[config.mk]
export PLATFORM = sky130hd
export DESIGN_NAME = if_fetch_stage
export DESIGN_NICKNAME = d
export VERILOG_FILES = /design/src/rtl/if_fetch_stage.sv
export SDC_FILE = /design/constraint.sdc
export NUM_CORES = 1
export LEC_CHECK = 0
export BUFFER_PORTS_ARGS = -buffer_cell sky130_fd_sc_hd__buf_4
export CORE_ASPECT_RATIO = 1.1
export CORE_MARGIN = 3
export CORE_UTILIZATION = 54
export DETAILED_ROUTE_END_ITERATION = 10
export PLACE_DENSITY = 0.94
export SYNTH_ARGS = -nofsm -noshare
export SYNTH_HDL_FRONTEND = slang
export SYNTH_SLANG_ARGS = --single-unit
[constraint.sdc]
create_clock -name clk -period 4.4 [get_ports clk]
set_clock_uncertainty 0.1 [all_clocks]
set_input_delay 0.88 -clock clk [delete_from_list [all_inputs] [get_ports clk]]
set_output_delay 0.88 -clock clk [all_outputs]
set_load 0.02 [all_outputs]
[src/rtl/if_fetch_stage.sv]
// if_fetch_stage
//   Instruction-fetch stage. Owns the PC, drives a combinational-read
//   instruction memory (byte array, big-endian word read) and loads the
//   IF/ID latch consumed by decode. Decode stalls freeze the PC and IF/ID.
//   A taken branch from EX redirects the PC and puts one bubble in IF/ID.
//
// Ports
//   clk            clock, all state updates on the rising edge
//   reset_n        synchronous active-low reset
//   stall          hazard stall from decode (hold PC and IF/ID)
//   branch_taken   taken branch/BL resolved in EX (redirect PC)
//   branch_target  byte address of the redirect
//   imem_data      word returned by instruction memory
//   imem_en        instruction memory enable (low only in BOOT)
//   imem_addr      word-aligned fetch address, modulo IMEM_BYTES
//   if_id_instr    latched instruction to decode
//   if_id_pc4      latched PC+4 of that instruction (BL link value)
//   if_id_valid    1 = real instruction, 0 = bubble
//   misalign       one-cycle pulse after a redirect whose target[1:0] != 0
//
// Optional build macro
//   FETCH_PERF_CNT_EN  adds fetch_count / stall_count performance counters.
//
// state | meaning
// ------+--------------------------------------------------------------
// BOOT  | single cycle after reset release, no fetch, IF/ID holds bubble
// RUN   | fetching one instruction per cycle
// STALL | decode requested a hold, PC and IF/ID frozen

module if_fetch_stage #(
  parameter logic [31:0] RESET_PC   = 32'h0000_0000,
  parameter int          IMEM_BYTES = 256,
  parameter logic [31:0] NOP_WORD   = 32'h0000_0000
) (
  input  logic        clk,
  input  logic        reset_n,
  input  logic        stall,
  input  logic        branch_taken,
  input  logic [31:0] branch_target,
  input  logic [31:0] imem_data,
  output logic        imem_en,
  output logic [31:0] imem_addr,
  output logic [31:0] if_id_instr,
  output logic [31:0] if_id_pc4,
  output logic        if_id_valid,
  output logic        misalign
`ifdef FETCH_PERF_CNT_EN
  ,
  output logic [31:0] fetch_count,
  output logic [31:0] stall_count
`endif
);

  typedef enum logic [1:0] {
    BOOT  = 2'd0,
    RUN   = 2'd1,
    STALL = 2'd2
  } state_t;

  localparam logic [31:0] IMEM_SIZE = 32'(IMEM_BYTES);

  state_t      state;
  logic [31:0] pc;
  logic [31:0] pc_plus4;

  // pc+4 wraps naturally at 2^32.
  assign pc_plus4  = pc + 32'd4;
  assign imem_addr = {pc[31:2], 2'b00} % IMEM_SIZE;
  assign imem_en   = (state != BOOT);

  always_ff @(posedge clk) begin
    if (!reset_n) begin
      state       <= BOOT;
      pc          <= RESET_PC;
      if_id_instr <= NOP_WORD;
      if_id_pc4   <= 32'd0;
      if_id_valid <= 1'b0;
      misalign    <= 1'b0;
`ifdef FETCH_PERF_CNT_EN
      fetch_count <= 32'd0;
      stall_count <= 32'd0;
`endif
    end else begin
      misalign <= 1'b0;
      case (state)
        BOOT: begin
          state <= RUN;
        end
        RUN, STALL: begin
          // Branch beats stall: the instruction held in decode is on the
          // wrong path anyway, so it is replaced by a bubble.
          if (branch_taken) begin
            pc          <= {branch_target[31:2], 2'b00};
            if_id_instr <= NOP_WORD;
            if_id_pc4   <= 32'd0;
            if_id_valid <= 1'b0;
            misalign    <= |branch_target[1:0];
            state       <= RUN;
          end else if (stall) begin
            state <= STALL;
`ifdef FETCH_PERF_CNT_EN
            stall_count <= stall_count + 32'd1;
`endif
          end else begin
            if_id_instr <= imem_data;
            if_id_pc4   <= pc_plus4;
            if_id_valid <= 1'b1;
            pc          <= pc_plus4;
            state       <= RUN;
`ifdef FETCH_PERF_CNT_EN
            fetch_count <= fetch_count + 32'd1;
`endif
          end
        end
        default: begin
          state <= BOOT;
        end
      endcase
    end
  end

endmodule
==> results of run 1 <==
==> logic make-up (layout without fill, tap and decap cells) <==
group / after synthesis / after routing / synth area share (%)
AND/OR/NAND/NOR: 234 / 234 / 24.5
AO/OA/AOI/OAI: 147 / 147 / 18.1
flip-flops: 97 / 97 / 40.3
buffers and inverters: 88 / 170 / 9.59
XOR/XNOR: 28 / 28 / 5.09
multiplexers: 7 / 7 / 1.48
adder cells (fa/ha/maj): 3 / 3 / 0.780
other: 1 / 26 / 0.0779
==> state kept, by name, summed over array words and instances, names as in the netlist <==
| name | count |
|---|---|
| pc | 30 |
| state | 2 |
| if_id_instr | 32 |
| if_id_valid | 1 |
| if_id_pc4 | 31 |
| misalign | 1 |
==> stage by stage <==
stage / instance area, um^2 / total power, W / setup WS [ns] / utilization, % / std cells
2_1_floorplan: 4910 / 0.00122 / 2.03 / - / 630
5_1_grt: 5930 / 0.00199 / 1.33 / 69.5 / 823
3_5_place_dp: 5730 / 0.00133 / 1.36 / 67.1 / 807
3_3_place_gp: 5730 / 0.00132 / 1.44 / 67.1 / 807
4_1_cts: 5930 / 0.00192 / 1.60 / 69.5 / 823
6_report: 5930 / 0.00192 / 1.58 / 69.5 / 823
==> cell usage in the layout, fill, tap and decap left out, types with 7 or more instances in the layout <==
| cell | count |
|---|---|
| sky130_fd_sc_hd__a21oi_1 | 52 |
| sky130_fd_sc_hd__a22oi_1 | 15 |
| sky130_fd_sc_hd__a31oi_1 | 7 |
| sky130_fd_sc_hd__and3_1 | 41 |
| sky130_fd_sc_hd__buf_4 | 145 |
| sky130_fd_sc_hd__clkbuf_8 | 10 |
| sky130_fd_sc_hd__conb_1 | 26 |
| sky130_fd_sc_hd__dfxtp_1 | 97 |
| sky130_fd_sc_hd__inv_1 | 8 |
| sky130_fd_sc_hd__nand2_1 | 60 |
| sky130_fd_sc_hd__nand3_1 | 17 |
| sky130_fd_sc_hd__nand4_1 | 9 |
| sky130_fd_sc_hd__nor2_1 | 66 |
| sky130_fd_sc_hd__nor3_1 | 8 |
| sky130_fd_sc_hd__o21ai_0 | 42 |
| sky130_fd_sc_hd__xnor2_1 | 16 |
| sky130_fd_sc_hd__xor2_1 | 12 |
==> cell type report <==
class | instances | share of cell area (%)
Clock buffer | 11 | 2.38
Multi-Input combinational cell | 445 | 42.6
Tap cell | 111 | 2.34
Timing Repair Buffer | 145 | 18.3
Clock inverter | 5 | 1.08
Inverter | 9 | 0.569
Sequential cell | 97 | 32.7
==> metal layers <==
metal	part of all wire [%]	wire [um]	GRT usage, %
met5	0	0	0
met2	50	6670	42.9
met3	10	1410	6.98
met4	1.6	214	8.94
met1	38	5120	31.6
==> power groups by stage <==
stage	sequential, W	combinational [W]	clock (W)
final	0.000968	0.000352	0.000597
after global routing	0.000974	0.000384	0.000636
after CTS	0.000967	0.000350	0.000604
after detailed placement	0.000986	0.000349	0
after global placement	0.000983	0.000337	0
after floorplan	0.000992	0.000226	0
==> critical path: cells and delay by family, from the launching register on <==
| kind | cells | cell delay (ns) |
|---|---|---|
| AND/OR/NAND/NOR | 2 | 0.96 |
| adder cells (fa/ha/maj) | 1 | 0.69 |
| AO/OA/AOI/OAI | 2 | 0.55 |
| flip-flops | 1 | 0.35 |
| buffers and inverters | 1 | 0.05 |
==> how the worst max path moves through the flow <==
stage | start | to | depth (start not counted)
after floorplan | branch_taken | pc[8] | 6
after global placement | branch_taken | pc[27] | 5
after detailed placement | branch_taken | pc[27] | 5
after CTS | state[1] | pc[27] | 6
after global routing | state[0] | pc[27] | 6
final | state[1] | pc[27] | 6
==> impl_summary.md, run 1 <==
Detailed routing
In the routed layout, each cell is associated on average with a via count of 5.73. After detailed routing, the average wire length per cell comes to 16.3 um. For this block, the initial DRC count from the detailed router was 306.

In this run the remaining antenna-violating nets after routing total 0. The routed design has 13400 um of wire. After detailed routing, the number of remaining DRC violations is 0.

The number of detailed-routing iterations run before antenna repair is 5. The routed via count is 4717.

Floorplanning
The floorplan step defined a core boundary enclosing 8540 um^2. The top-level I/O count is 167. The die outline width is 96.0 um. The number of cell rows is 35. Once the floorplan was initialized, standard cells occupied 56.4% of the core. The floorplan step defined a die boundary enclosing 10100 um^2. In this run the vertical extent of the chip is 105 um.

Clocking
The cell chosen for the clock root is sky130_fd_sc_hd__clkbuf_8. Gates resized during post-CTS repair numbered 0. The H-tree was split into 3 levels.

The number of post-CTS setup repair buffers is 0. Clock tree synthesis inserted a total of 9 buffers. The total of hold buffers inserted after clock tree synthesis is 0. The CTS tree is yes. The largest buffer count on any clock path is 2.

Clock tree synthesis found a total of 97 sinks. The later pin in the worst-skew pair is clocked with a latency of 0.36 ns. After clock tree synthesis, the clock-pin slew on the worst setup and hold paths is 0.09 ns.

Critical path
The critical path class is reg -> reg. The slack of the worst reg-to-reg path is 1.58 ns. The maximum fanout along the worst path is 25.

At the worst endpoint, the required time is 4.55 ns. The endpoint of the worst register-to-register path is pc[27]. The cell with the biggest individual delay on the critical path is sky130_fd_sc_hd__ha_1. Traced cell by cell, the critical path runs through inv_1 > ha_1 > o21ai_4 > nor2_1 > nand2_1 > o311ai_1. The worst register-to-register path begins at state[1]. Data on the critical path arrives at its endpoint at 2.97 ns. The worst setup path is launched from a flip-flop.

The number of cells on the worst reg-to-reg path is 6. On the worst path, the slowest cell contributes a delay of 0.69 ns. The critical path capture point type is a flip-flop.

Finish
The proportion of layout cells with a drive suffix above 1 is 24.6%. The multi-input combinational cells in the finished layout cover a total of 2530 um^2. For this run, the post-layout net count is 778. The repair_antennas step left the layout with diodes totalling 0. The area growth from synthesis to layout is 23.3%. The number of fill cells is 696. In the final layout, flip-flops and latches occupy 1940 um^2.

Power
The leakage power is 2.56 nW. Net switching is 29.9% of the power. Combinational cells account for 18.3% of the total power.

The share of power burned in the clock network is 31.1%. The design internal power is 0.00134 W. The maximum ir drop on the vdd rail is 0.000201 V. The power per standard cell area is 323 nW/um^2. The sequential fraction of design power is 50.5%.

The net switching power is 0.000574 W.

Global routing
The first global-routing pass estimated 21000 um of wire. The largest net degree at the start of global routing is 65. The number of antenna violations at the first check in global routing is 0. The number of global-route vias before repair is 4478. The residual overflow from global routing is 0. Across every metal layer, demand over resource in global routing totals 25.8%.

Synthesis
The share of the synthesized area in the top cell type is 40.3%. The most instantiated flip-flop cell in the synthesis netlist is sky130_fd_sc_hd__dfxtp_1. Each instance of the synthesized netlist takes up on average 7.96 um^2. The synthesized instance count is 605. The share of flip-flops with an asynchronous set or reset is 0%. Summing the sequential cell areas from Yosys gives 40.3% of the chip area. The synthesized design spends more area on one cell type than any other, namely sky130_fd_sc_hd__dfxtp_1.

The total of flip-flops plus latches after synthesis is 97. In this run, synthesis inferred 0 flip-flops with an integrated enable. By area the synthesized netlist is led by sky130_fd_sc_hd__dfxtp_1 40%, sky130_fd_sc_hd__a21oi_1 5.4%, sky130_fd_sc_hd__and3_1 5.3%, sky130_fd_sc_hd__buf_4 5.3%, sky130_fd_sc_hd__nor2_1 5.1%. The netlist uses 56 different library cells. Counting instances in the post-synthesis netlist gives the leading cell types as 97 x sky130_fd_sc_hd__dfxtp_1, 66 x sky130_fd_sc_hd__nor2_1, 60 x sky130_fd_sc_hd__nand2_1.

Yosys instantiated no cell more often than sky130_fd_sc_hd__dfxtp_1. The count of yosys warnings during synthesis is 0. The post-synthesis cell area is 4810 um^2.

Min path
The tightest min-delay check is of the reg -> reg type. Along the worst hold path, the cell count comes to 2. The critical hold path startpoint is if_id_pc4[29]. The path with the worst hold slack has its endpoint at if_id_pc4[29].

Timing
The final critical path takes up 64.1% of the cycle. Setup violations remaining at the end of the flow were counted as 0. The count of final hold-check violations is 0. Setup repair after global routing left no endpoint under its margin. Setup total negative slack on the finished layout was measured at 0 ns.

The shortest clock period the worst path allows after layout is 2.82 ns. The transition time at the pin with the least slew margin is 0.732 ns. The count of final max-slew check failures was 0. The final hold slack is 0.358 ns. In this run the tightest slew margin relative to its limit is 51.1%. The achievable clock frequency is 355 MHz.

Run status
The run finished with clean final reports.

Placement
The count of buffers added on input and output ports is 140. The HPWL after detailed placement is 9670 um. The final weighted congestion of routability-driven global placement is 1.01.

Flow run
Max-cap violations in this run came to 0.
Power figures use the tool's default switching activity.
==> run 2: changes to the inputs <==
ABC_AREA = 1   (was not set)
CORE_UTILIZATION = 46   (was 54)
PLACE_DENSITY = 0.86   (was 0.94)
clock period = 2.27 ns   (was 4.4 ns; I/O delays follow)
==> impl_summary.md, run 2 <==
Clocking
The clock-pin slew of the registers on the worst-case setup and hold paths was 0.09 ns (about the same). The H-tree depth came to 3 (unchanged). The number of post-CTS setup repair buffers is 0 (unchanged). The count of instances resized after the clock tree is built is 0 (unchanged). The cell chosen for the clock root is sky130_fd_sc_hd__clkbuf_8.

The source-to-sink clock delay at the later pin of the worst-skew pair is 0.37 ns (about the same). The total of hold buffers inserted after clock tree synthesis is 0 (unchanged). The number of buffers inserted during clock tree synthesis is 9 (unchanged). TritonCTS built the clock tree. The number of sinks on the clock net is 97 (unchanged). The largest buffer count on any clock path came to 2 (unchanged).

Min path
The min-delay analysis places its worst path in the category in -> reg.

Global routing
The wire length of the first global-routing pass came to 19700 um (-6.0%). The total track usage is 20.3% (-5.5 points). The number of global-route vias before repair is 4207 (-6.1%). The largest net degree at the start of global routing is 93 (+43%).

The residual overflow from global routing came to 0 (unchanged). The number of antenna violations at the first check in global routing is 0 (unchanged).

Floorplanning
The top-level I/O count is 167 (unchanged). The starting density of the core is 48.0% (-8.4 points). The die footprint is 11800 um^2 (+17%). The die outline width is 104 um (+8.1%). The overall die height is 114 um (+8.1%).

The area of the core region is 10100 um^2 (+18%). The number of cell rows is 38 (+8.6%).

Power
The maximum ir drop on the vdd rail is 0.000390 V (+94%). The power per standard cell area was 689 nW/um^2 (+110%). The leakage power came to 2.74 nW (+7.0%).

Timing
The worst-case setup margin in the final layout was 0.426 ns (-1.15 ns). The count of final max-slew check failures was 0 (unchanged). The count of final hold-check violations came to 0 (unchanged).

The final hold slack is 0.232 ns (-0.126 ns). The shortest clock period the worst path allows after layout was 1.84 ns (-0.977 ns). Setup repair after global routing left no endpoint under its margin. The achievable clock frequency is 542 MHz (+53%). The total negative slack is 0 ns (unchanged). The final period utilization is 81.2% (+17 points). The number of endpoints failing setup at the final stage is 0 (unchanged).

Detailed routing
The number of remaining DRC errors is 0 (unchanged). The routed via count is 4619 (-2.1%). The number of detailed-routing iterations run before antenna repair is 5 (unchanged).

The wire length after detailed routing was 12200 um (-9.1%). The vias per cell came to 4.83 (-16%). The initial detailed-routing violation count is 284 (-7.2%). The final antenna-violating net count is 0 (unchanged). The routed wire length per instance is 12.8 um (-22%).

Synthesis
The post-synthesis cell area is 4840 um^2 (+0.47%). The share of the synthesized area in the top cell type is 40.2% (-0.19 points). Summed over all instances, the cell type with the most area after synthesis is sky130_fd_sc_hd__dfxtp_1. In the synthesized netlist, the cells that appear most often are 190 x sky130_fd_sc_hd__nand2_1, 97 x sky130_fd_sc_hd__dfxtp_1, 89 x sky130_fd_sc_hd__a21oi_1. sky130_fd_sc_hd__nand2_1 is the most common cell in the netlist.

The synthesized instance count is 696 (+15%). The number of enable flip-flop cells after synthesis is 0 (unchanged). The share of flip-flops with an asynchronous set or reset was 0% (unchanged). The most instantiated flip-flop cell in the synthesis netlist is sky130_fd_sc_hd__dfxtp_1. The sequential fraction of the synthesis area is 40.2% (-0.19 points). The count of yosys warnings during synthesis is 0 (unchanged). The mean instance size in the synthesized netlist is 6.95 um^2 (-13%). The total of flip-flops plus latches after synthesis came to 97 (unchanged). By area the synthesized netlist is led by sky130_fd_sc_hd__dfxtp_1 40%, sky130_fd_sc_hd__nand2_1 15%, sky130_fd_sc_hd__a21oi_1 9.2%, sky130_fd_sc_hd__nand3_1 6.1%, sky130_fd_sc_hd__buf_4 6.1%. The distinct cell type count after synthesis is 28 (-50%).

Finish
The net count reported at finish is 882 (+13%). The final cell utilization of the core was 59.8% (-9.7 points). In the final layout, the registers with the most flip-flops are if_id_instr x32, if_id_pc4 x31, pc x30. The top register by number of flip-flops is if_id_instr.

In the layout the commonest cells are 190 x sky130_fd_sc_hd__nand2_1, 144 x sky130_fd_sc_hd__buf_4, 97 x sky130_fd_sc_hd__dfxtp_1. The number of flip-flops in the largest register is 32 (unchanged). The count of inserted antenna diode cells is 0 (unchanged). The proportion of layout cells with a drive suffix above 1 is 24.0% (-0.56 points).

Leaving out fill and tap cells, the most frequent cell in the layout is sky130_fd_sc_hd__nand2_1. The signed area change from the synthesized netlist to the final layout is 24.6%.

Critical path
The data arrival time of the critical path was 2.00 ns (-0.97 ns). The kind of cell with the highest combined delay along the critical path is buffers and inverters. The signal on the critical path passes through inv_1 > ha_1 > nand2_4 > inv_2 > buf_12 > nor2_1 > a31oi_1 > a21oi_1. The endpoint required time on the critical path came to 2.43 ns (-2.12 ns). For this design, the slowest cell found on the critical path is sky130_fd_sc_hd__ha_1. The number of buffer and inverter stages on the critical path came to 3 (+2). The critical path in this run is classified as reg -> reg. The delay of the slowest cell on the worst path is 0.37 ns (-0.32 ns). The critical path capture point type is a flip-flop.

The maximum fanout along the worst path was 92 (+270%). The worst setup path is launched from a flip-flop.

Run status
The flow ran to the end, and the final reports show no timing, DRC or antenna violations.

Placement
The final weighted congestion of routability-driven global placement is 0.940 (-7.2%). The setup slack at placement was 0.378 ns (-0.979 ns). The HPWL after detailed placement is 8840 um (-8.6%). The number of buffers added on ports came to 140 (unchanged).

Flow run
The total of max-cap violations is 0 (unchanged).
run 2: cell types whose count changed in the layout (fill, tap and decap cells not counted), moves of 11 or more:
| cell | delta |
|---|---|
| sky130_fd_sc_hd__nor2_1 | -31 |
| sky130_fd_sc_hd__a21oi_1 | +37 |
| sky130_fd_sc_hd__inv_1 | +55 |
| sky130_fd_sc_hd__nand2_1 | +130 |
| sky130_fd_sc_hd__a22oi_1 | -15 |
| sky130_fd_sc_hd__nand3_1 | +42 |
| sky130_fd_sc_hd__xor2_1 | -11 |
| sky130_fd_sc_hd__and3_1 | -41 |
| sky130_fd_sc_hd__xnor2_1 | -16 |
run 2: path summary, 6_finish.rpt:
kind                      start         endpoint  slack [ns]  cells after the start
setup / recovery       state[0]           pc[31]        0.43                      8
hold / removal    imem_data[19]  if_id_instr[19]        0.23                      3
setup reg to reg       state[0]           pc[31]        0.43                      8
hold reg to reg    if_id_pc4[1]     if_id_pc4[1]        0.37                      2
run 2: power by group:
| part | switching, W | internal, W | total, W |
|---|---|---|---|
| Clock | 0.000619 | 0.000623 | 0.00124 |
| Combinational | 0.000568 | 0.000373 | 0.000942 |
| Sequential | 0.000114 | 0.00186 | 0.00197 |
| Total | 0.00130 | 0.00285 | 0.00415 |
run 2: tightest hold or removal path, delay by kind of cell:
family | cells | cell delay (ns)
AND/OR/NAND/NOR | 1 | 0.05
AO/OA/AOI/OAI | 1 | 0.05
buffers and inverters | 1 | 0.10
run 2: cell type report:
class                   count  area, um^2
fillers                   978        4050
multi-input cells         488        2290
flip-flops and latches     97        1940
repair buffers            147        1140
inverters                  68         258
well taps                 140         175
clock buffers               9         124
clock inverters             7        92.6
run 2: per-stage QoR:
stage | power [W] | cell area [um^2] | instances
after global placement | 0.00293 | 5810 | 940
after floorplan | 0.00265 | 4930 | 721
after CTS | 0.00418 | 6030 | 956
final | 0.00415 | 6030 | 956
after global routing | 0.00437 | 6030 | 956
after detailed placement | 0.00295 | 5810 | 940
run 2: metal layers:
metal  vias to the layer above  track usage, %  wire, um
li1                       2405               -         -
met5                         -               0         0
met4                         0            7.98       193
met2                       165            33.6      5620
met1                      2036            24.6      5160
met3                        13            6.90      1210
run 2: kinds of logic (layout without fill, tap and decap cells):
group / Yosys count / after routing / share of synthesized area (%)
AOI/OAI and AO/OA: 139 / 139 / 14.9
xor gates and xnor gates: 1 / 1 / 0.181
adders and majority gates: 3 / 3 / 0.776
buffers and inverters: 136 / 231 / 14.3
DFF: 97 / 97 / 40.2
other: 1 / 26 / 0.0775
and+or+nand+nor: 319 / 319 / 29.6
==> run 3: changes to the inputs <==
clock period = 1.6 ns   (was 2.27 ns; I/O delays follow)
==> impl_summary.md, run 3 (synthesis gave the netlist of run 2 again) <==
Run status
The run finished with clean final reports.

Power
The maximum ir drop on the vdd rail is 0.000613 V (+57%). The power per standard cell area was 935 nW/um^2 (+36%). The leakage power is 3.01 nW (+9.9%). The overall power of the completed layout is 0.00626 W (+51%).

Floorplanning
The overall die height is 114 um (unchanged). The area of the core region is 10100 um^2 (unchanged). The starting density of the core came to 48.0% (unchanged). The die footprint is 11800 um^2 (unchanged). The die outline width is 104 um (unchanged). The number of cell rows came to 38 (unchanged). The top-level I/O count came to 167 (unchanged).

Placement
The final weighted congestion of routability-driven global placement is 0.963 (+2.4%). The setup slack at placement is -0.0419 ns (-0.420 ns). The number of placed instances with taps included is 967 (+2.9%).

The number of buffers added on ports is 140 (unchanged). The HPWL after detailed placement came to 9400 um (+6.4%).

Critical path
The critical path in this run is classified as reg -> reg. STA classifies the critical path endpoint as a flip-flop. The delay of the slowest cell on the worst path is 0.38 ns (about the same). The worst setup path is launched from a flip-flop.

The largest individual stage delay along the critical path comes from the cell sky130_fd_sc_hd__dfxtp_4. The endpoint required time on the critical path is 1.82 ns (-0.61 ns). The maximum fanout along the worst path is 6 (-93%). The data arrival time of the critical path is 1.82 ns (-0.18 ns).

The signal on the critical path passes through buf_6 > nand2_4 > nor2_4 > nand2_4 > nor2_4 > nand2_1 > nand2_1 > nand3_2 > nand3_2 > nand2_1 > inv_1. The most numerous cell type found on the critical path is sky130_fd_sc_hd__nand2_1.

Timing
The count of final hold-check violations is 0 (unchanged). The count of final max-slew check failures is 0 (unchanged). The number of endpoints failing setup at the final stage is 0 (unchanged). The achievable clock frequency is 626 MHz (+15%). The total negative slack was 0 ns (unchanged).

Setup repair after global routing could not meet its margin everywhere. The worst-case setup margin in the final layout is 0.00163 ns (-0.425 ns). The final hold slack is 0.0932 ns (-0.139 ns).

The shortest clock period the worst path allows after layout is 1.60 ns (-0.245 ns). The final period utilization was 99.9% (+19 points).

Clocking
The number of buffers inserted during clock tree synthesis is 9 (unchanged). The largest buffer count on any clock path was 2 (unchanged). The cell chosen for the clock root is sky130_fd_sc_hd__clkbuf_8. The clock-pin slew of the registers on the worst-case setup and hold paths is 0.10 ns (about the same). TritonCTS built the clock tree.

The source-to-sink clock delay at the later pin of the worst-skew pair is 0.37 ns (about the same). The H-tree depth came to 3 (unchanged). The number of sinks on the clock net came to 97 (unchanged).

Finish
The proportion of layout cells with a drive suffix above 1 is 34.3% (+10 points). In the layout the commonest cells are 183 x sky130_fd_sc_hd__nand2_1, 165 x sky130_fd_sc_hd__buf_4, 81 x sky130_fd_sc_hd__a21oi_1. The count of inserted antenna diode cells is 0 (unchanged).

In the final layout, the registers with the most flip-flops are if_id_instr x32, if_id_pc4 x31, pc x30. The non-filler instance count after layout came to 991 (+3.7%). The most common cell after layout, fill and taps aside is sky130_fd_sc_hd__nand2_1.

The net count reported at finish is 917 (+4.0%). The number of flip-flops in the largest register is 32 (unchanged). Relative to the synthesized area, the layout overhead comes to 38.3%. More flip-flops sit in one register than any other, and that register is if_id_instr.

Global routing
The largest net degree at the start of global routing came to 48 (-48%). The number of global-route vias before repair is 4522 (+7.5%). The number of antenna violations at the first check in global routing came to 0 (unchanged). The total track usage is 21.3% (+0.93 points).

The residual overflow from global routing was 0 (unchanged). The wire length of the first global-routing pass was 20600 um (+4.4%).

Detailed routing
The routed wire length per instance is 13.8 um (+8.4%). The wire length after detailed routing came to 13700 um (+12%). The vias per cell is 4.94 (+2.2%). The number of remaining DRC errors is 0 (unchanged).

The initial detailed-routing violation count is 225 (-21%). The final antenna-violating net count came to 0 (unchanged). The routed via count is 4895 (+6.0%). The number of detailed-routing iterations run before antenna repair is 5 (unchanged).

Flow run
The total of max-cap violations is 0 (unchanged).

Min path
The path class of the tightest hold or removal check is in -> reg.
[run 3: changes by cell type in the layout (fill, tap and decap cells not counted), sizes merged]
| cell | before | now |
|---|---|---|
| inv | 70 | 68 |
| clkinvlp | 0 | 1 |
| buf | 147 | 179 |
| clkbuf | 9 | 13 |
[run 3: metrics by stage]
stage | instance area [um^2] | utilization [%]
after global placement | 6050 | 60.0
after detailed placement | 6050 | 60.0
after CTS | 6340 | 62.9
final | 6690 | 66.4
after global routing | 6690 | 66.4
after floorplan | 4930 | -
[run 3: per-layer routing]
metal	wire (um)	vias to the layer above	GRT usage (%)
met2	6680	200	35.4
met1	5440	2202	25.1
met4	239	0	8.87
met3	1330	22	7.64
li1	-	2471	-
met5	0	-	0
[run 3: worst max-delay path, delay by kind of cell, from the launching register on]
family,cells,cell delay (ns)
buffers and inverters,2,0.15
flip-flops,1,0.38
AND/OR/NAND/NOR,9,0.91
[run 3: layout make-up]
| type | count | area (um^2) |
|---|---|---|
| Clock buffer | 10 | 138 |
| Clock inverter | 6 | 90.1 |
| Fill cell | 886 | 3390 |
| Inverter | 68 | 270 |
| Multi-Input combinational cell | 488 | 2510 |
| Sequential cell | 97 | 1970 |
| Tap cell | 140 | 175 |
| Timing Repair Buffer | 182 | 1540 |
[run 3: path summary, 6_finish.rpt]
| kind | startpoint | end | slack (ns) | cells after the start |
|---|---|---|---|---|
| max reg2reg | pc[3] | pc[21] | 0.002 | 11 |
| min | imem_data[25] | if_id_instr[25] | 0.09 | 3 |
| max | pc[3] | pc[21] | 0.002 | 11 |
| min reg2reg | if_id_pc4[1] | if_id_pc4[1] | 0.36 | 2 |
[run 3: repair_timing]
action / CTS / global route
hold buffers: 0 / 0
cloned: 0 / 3
resized for setup: 16 / 76
endpoints found under the setup margin: 37 / 63
pin swaps: 7 / 28
setup buffers: 2 / 3
[run 3: power by group]
group	internal (W)	total (W)	switching [W]
Combinational	0.000698	0.00161	0.000910
Sequential	0.00264	0.00281	0.000170
Clock	0.000930	0.00184	0.000906
